--- config.mk ---
export PLATFORM = sky130hd
export DESIGN_NAME = ysyx_23060042_ifu
export DESIGN_NICKNAME = d
export VERILOG_FILES = /design/src/rtl/ysyx_23060042_pkg.sv /design/src/rtl/ysyx_23060042_ifu.sv
export SDC_FILE = /design/constraint.sdc
export NUM_CORES = 1
export LEC_CHECK = 0
export CORE_AREA = 10 10 95 97
export DETAILED_ROUTE_END_ITERATION = 10
export DIE_AREA = 0 0 105 107
export PLACE_DENSITY = 0.91
export SLEW_MARGIN = 20
export SYNTH_ARGS = -nofsm -noshare
export SYNTH_HDL_FRONTEND = slang
export SYNTH_SLANG_ARGS = --single-unit
--- constraint.sdc ---
create_clock -name clk -period 4.1 [get_ports clk]
set_clock_uncertainty 0.2 [all_clocks]
set_input_delay 1.23 -clock clk [delete_from_list [all_inputs] [get_ports clk]]
set_output_delay 1.23 -clock clk [all_outputs]
set_load 0.02 [all_outputs]
--- src/rtl/ysyx_23060042_pkg.sv ---
// Shared types and constants for the ysyx_23060042 core front end.
package ysyx_23060042_pkg;

    // Fetch FSM: address phase, data phase, hand to IDU, wait for retirement.
    typedef enum logic [1:0] {
        S_AR  = 2'd0,
        S_R   = 2'd1,
        S_OUT = 2'd2,
        S_WB  = 2'd3
    } ifu_state_e;

    localparam logic [31:0] INST_NOP         = 32'h0000_0013;
    localparam logic [31:0] INST_EBREAK      = 32'h0010_0073;
    localparam logic [1:0]  AXI_RESP_OKAY    = 2'b00;
    localparam logic [31:0] RESET_PC_DEFAULT = 32'h8000_0000;

    // A jump target is usable only if it lands on a 4-byte boundary.
    function automatic logic is_word_aligned(input logic [1:0] addr_lsb);
        return (addr_lsb == 2'b00);
    endfunction

endpackage

--- src/rtl/ysyx_23060042_ifu.sv ---
// Instruction fetch unit: one AXI4-Lite read per instruction, one instruction
// in flight, result handed to the IDU and the next PC taken from write-back.
module ysyx_23060042_ifu
    import ysyx_23060042_pkg::*;
#(
    parameter int unsigned       ADDR_W   = 32,
    parameter logic [ADDR_W-1:0] RESET_PC = ADDR_W'(RESET_PC_DEFAULT)
) (
    input  logic              clk,
    input  logic              rst,
    output logic [ADDR_W-1:0] araddr,
    output logic              arvalid,
    input  logic              arready,
    input  logic [31:0]       rdata,
    input  logic [1:0]        rresp,
    input  logic              rvalid,
    output logic              rready,
    output logic [31:0]       inst,
    output logic [ADDR_W-1:0] pc,
    output logic              inst_valid,
    input  logic              inst_ready,
    output logic              fetch_err,
    input  logic [ADDR_W-1:0] dnpc,
    input  logic              dnpc_valid,
    output logic              dnpc_ready
);

    ifu_state_e        r_state;
    logic [ADDR_W-1:0] r_pc;
    logic [31:0]       r_inst;
    logic              r_err;

    ifu_state_e        w_state_nxt;
    logic [ADDR_W-1:0] w_pc_nxt;
    logic [31:0]       w_inst_nxt;
    logic              w_err_nxt;

    // Next-state and register-update logic; everything holds unless a handshake fires.
    always_comb begin
        w_state_nxt = r_state;
        w_pc_nxt    = r_pc;
        w_inst_nxt  = r_inst;
        w_err_nxt   = r_err;
        case (r_state)
            S_AR: begin
                // arvalid is high for the whole state, so arready alone completes it.
                if (arready) begin
                    w_state_nxt = S_R;
                end else begin
                    w_state_nxt = S_AR;
                end
            end
            S_R: begin
                if (rvalid) begin
                    if (rresp == AXI_RESP_OKAY) begin
                        w_inst_nxt = rdata;
                        w_err_nxt  = 1'b0;
                    end else begin
                        // A bus fault becomes a trap the rest of the pipeline already handles.
                        w_inst_nxt = INST_EBREAK;
                        w_err_nxt  = 1'b1;
                    end
                    w_state_nxt = S_OUT;
                end else begin
                    w_state_nxt = S_R;
                end
            end
            S_OUT: begin
                if (inst_ready) begin
                    w_state_nxt = S_WB;
                end else begin
                    w_state_nxt = S_OUT;
                end
            end
            S_WB: begin
                if (dnpc_valid) begin
                    if (is_word_aligned(dnpc[1:0])) begin
                        w_pc_nxt    = dnpc;
                        w_state_nxt = S_AR;
                    end else begin
                        // Misaligned target: never fetch it, report a trap at the old pc.
                        w_inst_nxt  = INST_EBREAK;
                        w_err_nxt   = 1'b1;
                        w_state_nxt = S_OUT;
                    end
                end else begin
                    w_state_nxt = S_WB;
                end
            end
            default: begin
                w_state_nxt = S_AR;
            end
        endcase
    end

    // State, pc, instruction and fault registers with asynchronous reset.
    always_ff @(posedge clk or posedge rst) begin
        if (rst) begin
            r_state <= S_AR;
            r_pc    <= RESET_PC;
            r_inst  <= INST_NOP;
            r_err   <= 1'b0;
        end else begin
            r_state <= w_state_nxt;
            r_pc    <= w_pc_nxt;
            r_inst  <= w_inst_nxt;
            r_err   <= w_err_nxt;
        end
    end

    // Outputs depend only on registered state, never on an input.
    assign araddr     = r_pc;
    assign pc         = r_pc;
    assign inst       = r_inst;
    assign fetch_err  = r_err;
    assign arvalid    = (r_state == S_AR);
    assign rready     = (r_state == S_R);
    assign inst_valid = (r_state == S_OUT);
    assign dnpc_ready = (r_state == S_WB);

endmodule
==> impl_metrics.yaml <==
status:
  status: "complete, no violations"
floorplan:
  io_pins: 173
  rows: 31
  die_w_um: 105
  dieArea_mm2: 0.0112
  start_util_pct: 38.4
  coreArea_mm2: 0.00714
  fp.dieH_um: 107
clocking:
  htreeDepth: 3
  post_cts_resized: 0
  ctsHoldBuffers: 0
  cts_buffers: 9
  clock_latency_ps: 320
  post_cts_buffers: 0
  cts_sinks: 67
  cts_tree: "done"
  clk_pin_slew_worst_paths_ps: 70
  clock-root-buffer: "clkbuf_8"
  clk_path_buf_depth: 2
power_and_ir_drop:
  power_frac_seq_pct: 33.8
  pwr-share-comb_pct: 52.4
  p_switching_uw: 1210
  ir_worst_vdd_uv: 429
  power.density_mw_per_mm2: 703
  power.share.switching_pct: 38.4
  leakage_uw: 0.00188
  clkPwrFrac_pct: 13.8
  power.internal_uw: 1930
global_routing:
  grt_antenna_before_repair: 0
  grt_pass1_wl_um: 12900
  overflow: 0
  grtUsageTotal_pct: 14.4
  grt_max_degree: 36
  grt_pass1_vias: 2343
yosys:
  synth_compound_area_share_pct: 12.1
  synthAdderAreaFrac_pct: 0
  avgSynthCellArea_um2: 14.1
  synth_mux_area_share_pct: 12.3
  synth-simple-area-share_pct: 3.38
  synth_edf_count: 0
  synth_top_family_by_area: "multiplexers"
  ys_ff_latch: 67
  netlist_area_mm2: 0.00274
  postSynthCellCount: 194
  syn_nets: 266
  yosys_most_used_dff: "dfrtp_1"
  ys_warn_count: 0
  async_reset_ff_share_pct: 100
  ys_seq_area_share_pct: 61.4
  synth_xor_area_share_pct: 0
  synth.distinct_cells: 19
critical_path:
  ff2ff_path_depth: 3
  slowest_delay_ps: 670
  cp-start-kind: "register"
  required_ps: 2670
  r2r_end: "araddr[12]"
  arrival_ps: 1750
  path_class: "register to output port"
  critPathMaxFanout: 10
  endpoint_kind: "output port"
  r2r_slack_ps: 1790
  slowest_stage: "clkdlybuf4s50_1"
  r2r_start: "r_state[0]"
  cp_cell_sequence: "nor2b_1 -> clkdlybuf4s50_1"
hold_path:
  min_to: "inst[15]"
  whs_path_depth: 1
  hp-class: "register to register"
  hold_path_startpoint: "inst[15]"
layout:
  n_antenna_cell: 0
  stdcell_count: 439
  area_growth_syn_to_layout_pct: 63.0
  layout.nets: 409
  layout-drive-gt1-share_pct: 6.18
  fillCellCount: 601
route:
  dr.pass1.iters: 4
  dr.first_iter.drc_count: 37
  drt-total-wl_um: 8230
  viasPerCell: 4.70
  vias: 2065
  postRouteAntennaNets: 0
  routedWlPerCell_um: 18.7
  drc: 0
timing:
  slew_viol_final: 0
  hold_viol_final: 0
  max_freq_ghz: 0.314
  relSlewSlack_pct: 30.6
  period_needed_ps: 3180
  post-route-period-util_pct: 77.6
  worstMarginPinSlew_ps: 1040
  rsz0062_at_grt: "false"
  setup_viol: 0
  tns_ps: 0
job:
  max_cap_violations: 0
place:
  dp_hpwl_um: 6660
  place.gp.congestion: 0.667
  dp.cells: 425
  portBuffers: 172
-- how the worst max path moves through the flow --
stage	depth (start not counted)	end	slack [ps]	startpoint
global route	2	rready	820	r_state[0]
detailed placement	4	araddr[23]	710	dnpc[0]
finish	2	rready	920	r_state[0]
floorplan	1	araddr[0]	990	rst
CTS	2	rready	910	r_state[0]
global placement	4	araddr[15]	750	dnpc[0]
-- power by group through the flow --
stage                     Clock [uW]  Sequential, uW  Combinational [uW]
after CTS                        449            1070                1670
final                            432            1060                1640
after global placement             0            1060                1640
after detailed placement           0            1080                1670
after floorplan                    0            1300                 697
after global routing             479            1100                1730
-- final cells by class --
cell class	instances	area (um^2)	area share [%]
Timing Repair Buffer	173	1740	39.0
Sequential cell	67	1680	37.7
Clock buffer	10	128	2.86
Inverter	1	3.75	0.0841
Tap cell	99	124	2.78
Multi-Input combinational cell	85	764	17.1
Clock inverter	4	20.0	0.449
-- metrics by stage --
step | hold WS, ps | setup WS [ps] | instance area, um^2 | power (uW) | utilization (%)
after global placement | 276 | 747 | 4320 | 2700 | 60.5
after floorplan | 352 | 993 | 2740 | 2000 | -
after detailed placement | 284 | 714 | 4320 | 2750 | 60.5
after global routing | 322 | 824 | 4460 | 3300 | 62.5
after CTS | 304 | 905 | 4460 | 3190 | 62.5
final | 305 | 919 | 4460 | 3140 | 62.5
-- critical path, delay by kind of cell, from the launching register on --
kind / cells / cell delay [ps]
buffers and inverters: 1 / 670
flip-flops: 1 / 510
AND/OR/NAND/NOR: 1 / 250
-- synth_stat cells, types with 3 or more instances --
cell	count	area, um^2
mux2_1	30	338
nor2_1	4	15.0
a22o_1	26	228
buf_4	35	263
o21a_1	3	22.5
o22a_1	6	52.6
dfstp_2	4	105
nor2b_1	5	31.3
and2_1	4	25.0
dfrtp_1	63	1580
buf_2	6	30.0
-- registers in the layout (all words and copies together) (netlist names) --
register,count
araddr,32
inst,32
r_state,2
fetch_err,1
-- cells in the final DEF (no fill, tap or decap) --
master	instances
nor2b_1	5
nand3_1	1
dfstp_2	4
dfrtp_1	63
o31ai_1	1
a22o_1	26
and2_1	4
o21a_1	3
buf_12	1
o211a_1	1
o21ai_2	1
and3_1	1
clkbuf_8	9
inv_2	1
nor2_1	4
o21ai_0	1
nand3_2	1
clkbuf_1	1
clkinv_2	4
mux2_1	30
o22a_1	6
clkdlybuf4s50_1	172
-- cells by family (layout without fill, tap and decap cells) --
family / Yosys count / in the layout
DFF: 67 / 67
buffers and inverters: 42 / 188
AOI/OAI and AO/OA: 39 / 39
muxes: 30 / 30
and+or+nand+nor: 16 / 16
-- routing by layer --
layer  GRT usage [%]  routed length [um]  vias up
met5               0                   0        -
met2            24.9                4250       99
met1            14.9                3040     1014
met4            5.49                 112        0
li1                -                   -      941
met3            7.01                 828       11
Power figures use the tool's default switching activity.
